<file path="src/rtl/nonce_dispatcher.sv">
// Splits a mining job's nonce space into fixed-size batches, hands them to idle
// cores round-robin, latches the first reported hit and flags job completion.
module nonce_dispatcher #(
  parameter int NUM_CORES  = 4,
  parameter int NONCE_W    = 192,
  parameter int BATCH_LOG2 = 16
) (
  input  logic                           Clk,
  input  logic                           Rst,
  input  logic                           Start_I,
  input  logic                           Stop_I,
  input  logic [NONCE_W-1:0]             NonceBase_I,
  input  logic [31:0]                    BatchLimit_I,
  input  logic [NUM_CORES-1:0]           CoreReq_I,
  input  logic [NUM_CORES-1:0]           CoreFound_I,
  input  logic [NUM_CORES*NONCE_W-1:0]   CoreFoundNonce_I,
  output logic [NUM_CORES-1:0]           CoreGnt_O,
  output logic [NONCE_W-1:0]             CoreNonce_O,
  output logic                           Busy_O,
  output logic                           Found_O,
  output logic [NONCE_W-1:0]             FoundNonce_O,
  output logic [3:0]                     FoundCore_O,
  output logic                           Exhausted_O,
  output logic [31:0]                    BatchCount_O,
  output logic                           Irq_O
);

  localparam int PTR_W = (NUM_CORES > 1) ? $clog2(NUM_CORES) : 1;
  localparam logic [NONCE_W-1:0] STRIDE = NONCE_W'(1) << BATCH_LOG2;

  typedef enum logic [1:0] {IDLE, DISPATCH, DRAIN, DONE} state_e;

  state_e                 state_q, state_d;
  logic [NONCE_W-1:0]     next_nonce_q, next_nonce_d;
  logic [31:0]            limit_q, limit_d;
  logic [NUM_CORES-1:0]   outstanding_q, outstanding_d;
  logic [PTR_W-1:0]       ptr_q, ptr_d;
  logic [NUM_CORES-1:0]   gnt_q, gnt_d;
  logic [NONCE_W-1:0]     core_nonce_q, core_nonce_d;
  logic                   found_q, found_d;
  logic [NONCE_W-1:0]     found_nonce_q, found_nonce_d;
  logic [3:0]             found_core_q, found_core_d;
  logic                   exhausted_q, exhausted_d;
  logic [31:0]            batch_count_q, batch_count_d;
  logic                   irq_q, irq_d;

  logic [NUM_CORES-1:0]   eligible;
  logic                   pick_valid;
  logic [PTR_W-1:0]       pick_idx;
  logic                   hit;
  logic [3:0]             hit_idx;
  logic [NONCE_W-1:0]     hit_nonce;

  // Round-robin pick and lowest-index hit selection.
  always_comb begin : select
    int rr_idx;
    // NOTE: every signal written here gets a default first so no path leaves it
    // unassigned; otherwise synthesis would infer a latch to hold the old value.
    rr_idx     = 0;
    eligible   = CoreReq_I & ~outstanding_q;
    pick_valid = 1'b0;
    pick_idx   = '0;
    for (int k = 0; k < NUM_CORES; k++) begin
      rr_idx = int'(ptr_q) + k;
      if (rr_idx >= NUM_CORES) rr_idx = rr_idx - NUM_CORES;
      if (!pick_valid && eligible[rr_idx]) begin
        pick_valid = 1'b1;
        pick_idx   = PTR_W'(rr_idx);
      end
    end

    hit       = |CoreFound_I;
    hit_idx   = '0;
    hit_nonce = '0;
    for (int i = NUM_CORES - 1; i >= 0; i--) begin
      if (CoreFound_I[i]) begin
        hit_idx   = 4'(i);
        hit_nonce = CoreFoundNonce_I[i*NONCE_W +: NONCE_W];
      end
    end
  end

  always_comb begin : next_state
    state_d       = state_q;
    next_nonce_d  = next_nonce_q;
    limit_d       = limit_q;
    outstanding_d = outstanding_q;
    ptr_d         = ptr_q;
    gnt_d         = '0;
    core_nonce_d  = '0;
    found_d       = found_q;
    found_nonce_d = found_nonce_q;
    found_core_d  = found_core_q;
    exhausted_d   = exhausted_q;
    batch_count_d = batch_count_q;
    irq_d         = 1'b0;

    if (Start_I) begin
      state_d       = DISPATCH;
      next_nonce_d  = NonceBase_I;
      limit_d       = BatchLimit_I;
      outstanding_d = '0;
      found_d       = 1'b0;
      found_nonce_d = '0;
      found_core_d  = '0;
      exhausted_d   = 1'b0;
      batch_count_d = '0;
    end else if (Stop_I) begin
      state_d = IDLE;
    end else if (state_q == DISPATCH || state_q == DRAIN) begin
      // A requesting core that still holds a batch has just finished it.
      outstanding_d = outstanding_q & ~CoreReq_I;
      if (hit) begin
        found_d       = 1'b1;
        found_nonce_d = hit_nonce;
        found_core_d  = hit_idx;
        state_d       = DONE;
        irq_d         = 1'b1;
      end else if (state_q == DRAIN) begin
        if (outstanding_q == '0) begin
          state_d     = DONE;
          exhausted_d = 1'b1;
          irq_d       = 1'b1;
        end
      end else if (pick_valid) begin
        gnt_d         = NUM_CORES'(1) << pick_idx;
        core_nonce_d  = next_nonce_q;
        outstanding_d = outstanding_d | gnt_d;
        next_nonce_d  = next_nonce_q + STRIDE;
        batch_count_d = batch_count_q + 32'd1;
        ptr_d         = (pick_idx == PTR_W'(NUM_CORES - 1)) ? '0 : pick_idx + PTR_W'(1);
        if (limit_q != '0 && batch_count_d == limit_q) state_d = DRAIN;
      end
    end
  end

  // NOTE: state is updated with non-blocking assignments so every flop samples
  // the pre-edge values, independent of statement order.
  always_ff @(posedge Clk) begin
    if (Rst) begin
      state_q       <= IDLE;
      next_nonce_q  <= '0;
      limit_q       <= '0;
      outstanding_q <= '0;
      ptr_q         <= '0;
      gnt_q         <= '0;
      core_nonce_q  <= '0;
      found_q       <= 1'b0;
      found_nonce_q <= '0;
      found_core_q  <= '0;
      exhausted_q   <= 1'b0;
      batch_count_q <= '0;
      irq_q         <= 1'b0;
    end else begin
      state_q       <= state_d;
      next_nonce_q  <= next_nonce_d;
      limit_q       <= limit_d;
      outstanding_q <= outstanding_d;
      ptr_q         <= ptr_d;
      gnt_q         <= gnt_d;
      core_nonce_q  <= core_nonce_d;
      found_q       <= found_d;
      found_nonce_q <= found_nonce_d;
      found_core_q  <= found_core_d;
      exhausted_q   <= exhausted_d;
      batch_count_q <= batch_count_d;
      irq_q         <= irq_d;
    end
  end

  assign CoreGnt_O    = gnt_q;
  assign CoreNonce_O  = core_nonce_q;
  assign Busy_O       = (state_q == DISPATCH) || (state_q == DRAIN);
  assign Found_O      = found_q;
  assign FoundNonce_O = found_nonce_q;
  assign FoundCore_O  = found_core_q;
  assign Exhausted_O  = exhausted_q;
  assign BatchCount_O = batch_count_q;
  assign Irq_O        = irq_q;

endmodule

</file>
<file path="config.mk">
export PLATFORM = sky130hd
export DESIGN_NAME = nonce_dispatcher
export DESIGN_NICKNAME = d
export VERILOG_FILES = /design/src/rtl/nonce_dispatcher.sv
export SDC_FILE = /design/constraint.sdc
export NUM_CORES = 1
export LEC_CHECK = 0
export ABC_CLOCK_PERIOD_IN_PS = 3800
export CAP_MARGIN = 20
export CORE_AREA = 2 2 565 567
export DETAILED_ROUTE_END_ITERATION = 12
export DIE_AREA = 0 0 567 569
export PLACE_DENSITY = 0.31
export SYNTH_ARGS = -nofsm -noshare
export SYNTH_HDL_FRONTEND = slang
export SYNTH_SLANG_ARGS = --single-unit
</file>
<file path="constraint.sdc">
create_clock -name Clk -period 3.8 [get_ports Clk]
set_clock_uncertainty 0.1 [all_clocks]
set_input_delay 0.76 -clock Clk [delete_from_list [all_inputs] [get_ports Clk]]
set_output_delay 0.76 -clock Clk [all_outputs]
set_load 0.01 [all_outputs]
</file>
Word level (Yosys, flattened, before mapping)
Cells that the tools add are included.
{"block": "totals", "register_bits": 659, "out_inout_bits": 428, "elab_cells": 136}
{"block": "classes", "n_addsub": 10, "n_lt_le_gt_ge": 8, "n_eq_ne": 9, "shifts": 1, "muxes": 53, "n_bitwise": 11, "reduce_logical": 30}
{"cell": "two-way mux 192 bit", "n": 10}
{"cell": "adder 192 x 17 -> 192 bit (second input constant)", "n": 1}
{"cell": "< comparator 32 x 4 -> 1 bit (second input constant)", "n": 4}
{"cell": "two-way mux 32 bit", "n": 4}
{"cell": "adder 32 x 1 -> 32 bit (second input constant)", "n": 1}
{"cell": "== test 32 bit", "n": 1}
{"cell": "nonzero test 32 bit", "n": 1}
{"cell": "two-way mux 4 bit", "n": 6}
{"cell": "two-way mux 2 bit", "n": 11}
{"cell": "two-way mux 1 bit", "n": 18}
{"cell": "AND reduction 5 bit", "n": 3}
{"cell": "subtractor 3 x 3 -> 4 bit (second input constant)", "n": 3}
{"cell": "nonzero test 5 bit", "n": 2}
{"cell": "OR reduction 10 bit", "n": 1}
{"cell": "greater-or-equal comparator 3 bit (second input constant)", "n": 3}
{"cell": "nonzero test 3 bit", "n": 3}
{"cell": "AND 4 bit", "n": 2}
{"cell": "binary-select mux 1 bit (select 2 bit)", "n": 4}
{"cell": "inverter 4 bit", "n": 2}
{"cell": "AND reduction 4 bit", "n": 2}
{"cell": "OR reduction 4 bit", "n": 2}
{"cell": "adder 2 x 2 -> 3 bit (second input constant)", "n": 2}
{"cell": "inequality test 2 bit (second input constant)", "n": 3}
{"cell": "inverter 1 bit", "n": 6}
{"cell": "20 further kinds", "n": 27}

Longest topological paths before layout
{"block": "logic_depth", "word_depth": 21, "depth_mapped": 13}

Worst setup path before layout
No wires, ideal clock.
{"block": "synth_path", "path_kind": "input-to-reg", "from": "input CoreFound_I[2]", "to": "register next_nonce_q[171]", "setup_ns": 0.091, "t_arrival_ns": 3.213, "required_ns": 3.609, "setup_slack_ns": 0.396, "path_stages": 10, "path_buffers": 2, "cell_sequence": "clkbuf_2 or4_4 buf_6 nor2_4 and3b_1 and4_4 nand4_1 or4_4 or3_1 a311oi_1"}
{"block": "synth_via", "elab_chain_cells": 3}
{"item": "start: declaration", "line_no": "15", "source": "input logic [NUM_CORES-1:0] CoreFound_I,"}
{"item": "OR reduction 4 bit", "line_no": "72", "source": "hit = |CoreFound_I;"}
{"item": "inequality test 2 bit (no line)"}
{"item": "AND reduction 5 bit (no line)"}
{"item": "end signal: assignment", "line_no": "156", "source": "next_nonce_q <= next_nonce_d;"}
{"item": "end: declaration", "line_no": "34", "source": "logic [NONCE_W-1:0] next_nonce_q, next_nonce_d;"}
Every way passes these cells.
A chain may end at the register's enable or synchronous reset.

Final worst setup path
{"block": "layout_path", "from": "register next_nonce_q[18]", "to": "register next_nonce_q[171]"}
{"block": "layout_via", "elab_chain_cells": 7}
{"item": "adder 192 x 17 -> 192 bit", "line_no": "129", "source": "next_nonce_d = next_nonce_q + STRIDE;"}
{"item": "two-way mux 192 bit", "line_no": "125", "source": "end else if (pick_valid) begin"}
{"item": "two-way mux 192 bit", "line_no": "119", "source": "end else if (state_q == DRAIN) begin"}
{"item": "two-way mux 192 bit", "line_no": "113", "source": "if (hit) begin"}
{"item": "two-way mux 192 bit", "line_no": "110", "source": "end else if (state_q == DISPATCH || state_q == DRAIN) begin"}
{"item": "two-way mux 192 bit", "line_no": "108", "source": "end else if (Stop_I) begin"}
{"item": "two-way mux 192 bit", "line_no": "98", "source": "if (Start_I) begin"}
Every way passes these cells. The select of a mux whose other input is x is not followed.

==> results <==
- The run finished with clean final reports.
- The number of global-route vias before repair is 35,699.
- The post-route antenna net violation count is 0.
- The worst setup path is captured at a flip-flop.
- Averaged over all synthesized cells, the footprint is 8.29 um2.
- Counting the buffers created by CTS gives 98.
- The filler cells instantiated in the layout total 35,622.
- The setup check on the worst reg-to-reg path leaves a slack of 240 ps.
- The pre-antenna-repair detailed-routing pass consisted of 5 iterations.
- At the end of the flow, the number of nets in the layout was 6,130.
- Once placement finished, the instance area stood at 0.0510 mm2.
- The clock net in this run drives a total of 657 sinks.
- The overall routed net length is 282,000 um.
- The number of placed cells counting well taps is 9,199.
- The post-synthesis instance total is 3,643.
- The share of the yosys chip area belonging to registers is 43.5%.
- The critical path arrival is 4120 ps.
- The buffer count from post-CTS setup fixing is 0.
- The upper clock frequency limit is 0.281 GHz.
- The largest single stage delay on the critical path is 520 ps.
- Once the clock tree was built, the resizer swapped 0 gates to a different size.
- The CTS H-tree depth is 3.
- The synthesized design contains 0 enable-type register cells.
- The die is 569 um tall.
- The maximum number of pins on one net before global-route repair is 132.
- The number of antenna violations at the first check in global routing came to 127.
- On the final layout, the worst hold slack is 219 ps.
- The total global routing track utilization is 16.7%.
- Along the worst path, the maximum fanout reaches 6.
- The flip-flop cell with the highest count after synthesis is sky130_fd_sc_hd__dfxtp_1.
- The clock latency on the worst-skew pair is 830 ps.
- The slowest stage of the critical path belongs to the cell sky130_fd_sc_hd__or4_4.
- The total vias in the final route is 35,767.
- The kind of path behind the tightest hold check is primary input to flip-flop.
- Headroom to the max-slew limit came out at 22.8%.
- After detailed routing, the average wire length per cell comes to 30.0 um.
- Summing all non-filler instances in the final layout gives an area of 0.0543 mm2.
- In this run the static leakage power is 19.3 nW.
- The weighted congestion reported at the end of routability-driven placement is 0.922.
- The total congestion overflow after global routing is 0.
- The worst path uses 93.7% of the clock period.
- Ranked by total cell area, the synthesized netlist is headed by sky130_fd_sc_hd__dfxtp_1 44%, sky130_fd_sc_hd__nor2_1 6.3%, sky130_fd_sc_hd__a221oi_1 5.6%.
- The critical path in this run is classified as flip-flop to flip-flop.
- The dominant cell type by area after synthesis is sky130_fd_sc_hd__dfxtp_1.
- The initial core utilization is 9.54%.
- Setup repair after global routing left no endpoint under its margin.
- The most common library cell in the layout ignoring fill and taps is sky130_fd_sc_hd__clkdlybuf4s50_1.
- After clock tree synthesis, the clock-pin slew on the worst setup and hold paths is 60 ps.
- Setup violations remaining at the end of the flow were counted as 0.
- Timing analysis after detailed placement gives a worst setup slack of -371 ps.
- The worst path meets setup with 240 ps of slack.
- The detailed router finished its first iteration with 2,560 violations.
- Power spread over the standard cell area amounts to 376 mW/mm2.
- In the routed design, unresolved DRC markers number 0.
- The most numerous cell on the critical path is sky130_fd_sc_hd__and4_1.
- The clock tree from TritonCTS is built.
- The width of the chip is 567 um.
- For this run, the number of Yosys warnings is 0.
- The global-route wire length before repair is 361,000 um.
- The max-cap check violation count is 0.
- The share of flip-flops with an asynchronous set or reset after synthesis is 0%.
- At the worst endpoint, the required time is 4360 ps.
- In this run the standard cell core region covers 0.317 mm2.
- Hold repair after CTS inserted 0 buffers.
- The area growth from synthesis to layout is 79.9%.
- The clock passes through at most 4 buffers.
- The final design utilization is 17.2%.
- The master cell of the clock root buffer is sky130_fd_sc_hd__clkbuf_16.
- Port buffering added 1,429 buffers.
- The max-slew violation count came to 0.
- Counting distinct cell types in the post-synthesis netlist gives 62.
- The share of the synthesized area in the top cell type is 43.5%.
- The count of boundary I/O pins is 1,432.
- The area taken by multi-input logic gates is 0.0158 mm2.
- The die footprint is 0.323 mm2.
- In the layout the commonest cells are 1,426 x sky130_fd_sc_hd__clkdlybuf4s50_1, 657 x sky130_fd_sc_hd__dfxtp_1, 508 x sky130_fd_sc_hd__nor2_1.
- The maximum VDD drop is 0.271 mV.
- In the final layout, the share of cells above drive strength 1 is 8.85%.
- The mapped cell area is 0.0302 mm2.
- The area taken by flip-flops and latches is 0.0132 mm2.
- The slew at the pin closest to its max-slew limit is 1160 ps.
- The count of placed standard cells in the final layout, fillers left out is 9,402.
- The synthesized design contains 657 register bits.
- The kind of start point of the critical path is a flip-flop.
- The worst path needs 3560 ps of the cycle, external delays included.
- The signal on the critical path passes through and4_1, and4_1, and4_1, buf_4, and4_4, nand4_1, or4_4, or3_1, a311oi_1.
- The final HPWL from detailed placement is 238,000 um.
- The ratio of routed vias to standard cells is 3.80.
- The total count of hold-check failures in the final report is 0.
- The initialized floorplan defines 207 standard-cell rows.
## final timing paths
kind | to | from | depth (start not counted)
hold reg to reg | Found_O | Found_O | 2
hold / removal | next_nonce_q[40] | Start_I | 3
setup reg to reg | next_nonce_q[171] | next_nonce_q[18] | 9
setup / recovery | next_nonce_q[171] | next_nonce_q[18] | 9
## final cells by class
| cell class | count | area share, % |
|---|---|---|
| multi-input cells | 2636 | 29.1 |
| repair buffers | 1694 | 30.7 |
| clock inverters | 37 | 0.942 |
| flip-flops and latches | 657 | 24.2 |
| well taps | 4180 | 9.62 |
| clock buffers | 133 | 5.05 |
| inverters | 32 | 0.244 |
| diodes | 33 | 0.152 |
## metal layers
| metal | GRT usage (%) | part of all wire [%] | wire length, um |
|---|---|---|---|
| met4 | 4.87 | 3.1 | 8850 |
| met3 | 3.93 | 6.2 | 17600 |
| met5 | 0 | 0.18 | 497 |
| met2 | 31.2 | 52 | 147000 |
| met1 | 18.6 | 38 | 108000 |
## where the power goes
part           internal, mW  total (mW)  switching [mW]  leakage, nW
sequential             7.10        7.37           0.267         5.35
clock                  5.78        9.65            3.88         1.59
combinational          1.63        3.41            1.78         12.4
total                  14.5        20.4            5.93         19.3
## through the flow
step           setup TNS (ps)  total power, mW
3_5_place_dp           -20880             11.0
3_3_place_gp           -17160             11.0
4_1_cts                     0             20.9
6_report                    0             20.4
2_1_floorplan               0             8.50
5_1_grt                     0             21.3
## kinds of logic (layout without fill, tap and decap cells)
| family | after synthesis | after routing | share of synthesized area, % |
|---|---|---|---|
| other | 1 | 35 | 0.0124 |
| adders and majority gates | 7 | 7 | 0.290 |
| muxes | 100 | 100 | 3.32 |
| DFF | 657 | 657 | 43.5 |
| AOI/OAI and AO/OA | 788 | 788 | 17.0 |
| and+or+nand+nor | 1511 | 1511 | 24.8 |
| buffers and inverters | 351 | 1896 | 4.47 |
| xor gates and xnor gates | 228 | 228 | 6.61 |
## critical path: cells and delay by family, from the launching register on
kind | cells | cell delay, ps
and+or+nand+nor | 7 | 2390
DFF | 1 | 430
AOI/OAI and AO/OA | 1 | 270
buffers and inverters | 1 | 230
## sequential cells by signal, summed over array words and instances (netlist names)
signal         flops
BatchCount_O      32
CoreGnt_O          4
CoreNonce_O      192
Exhausted_O        1
FoundCore_O        2
FoundNonce_O     192
Found_O            1
Irq_O              1
limit_q           32
next_nonce_q     192
outstanding_q      4
ptr_q              2
state_q            2
## cell usage after synthesis (all sizes together) (3+ instances only)
master / instances
dfxtp: 657
nor2: 512
a21oi: 289
clkbuf: 284
nor3: 270
and3: 233
o22ai: 196
a221oi: 193
nand2: 181
xnor2: 125
xor2: 103
mux2i: 99
nand3: 88
nand4: 74
nor4: 39
a211oi: 38
buf: 35
o21ai: 33
inv: 32
and4: 31
or3: 30
a311oi: 14
and2: 14
nor2b: 10
nand2b: 9
ha: 7
or4: 7
o21a: 6
a31o: 4
a31oi: 4
or2: 3
No activity file was read; power rests on OpenSTA's default activity.
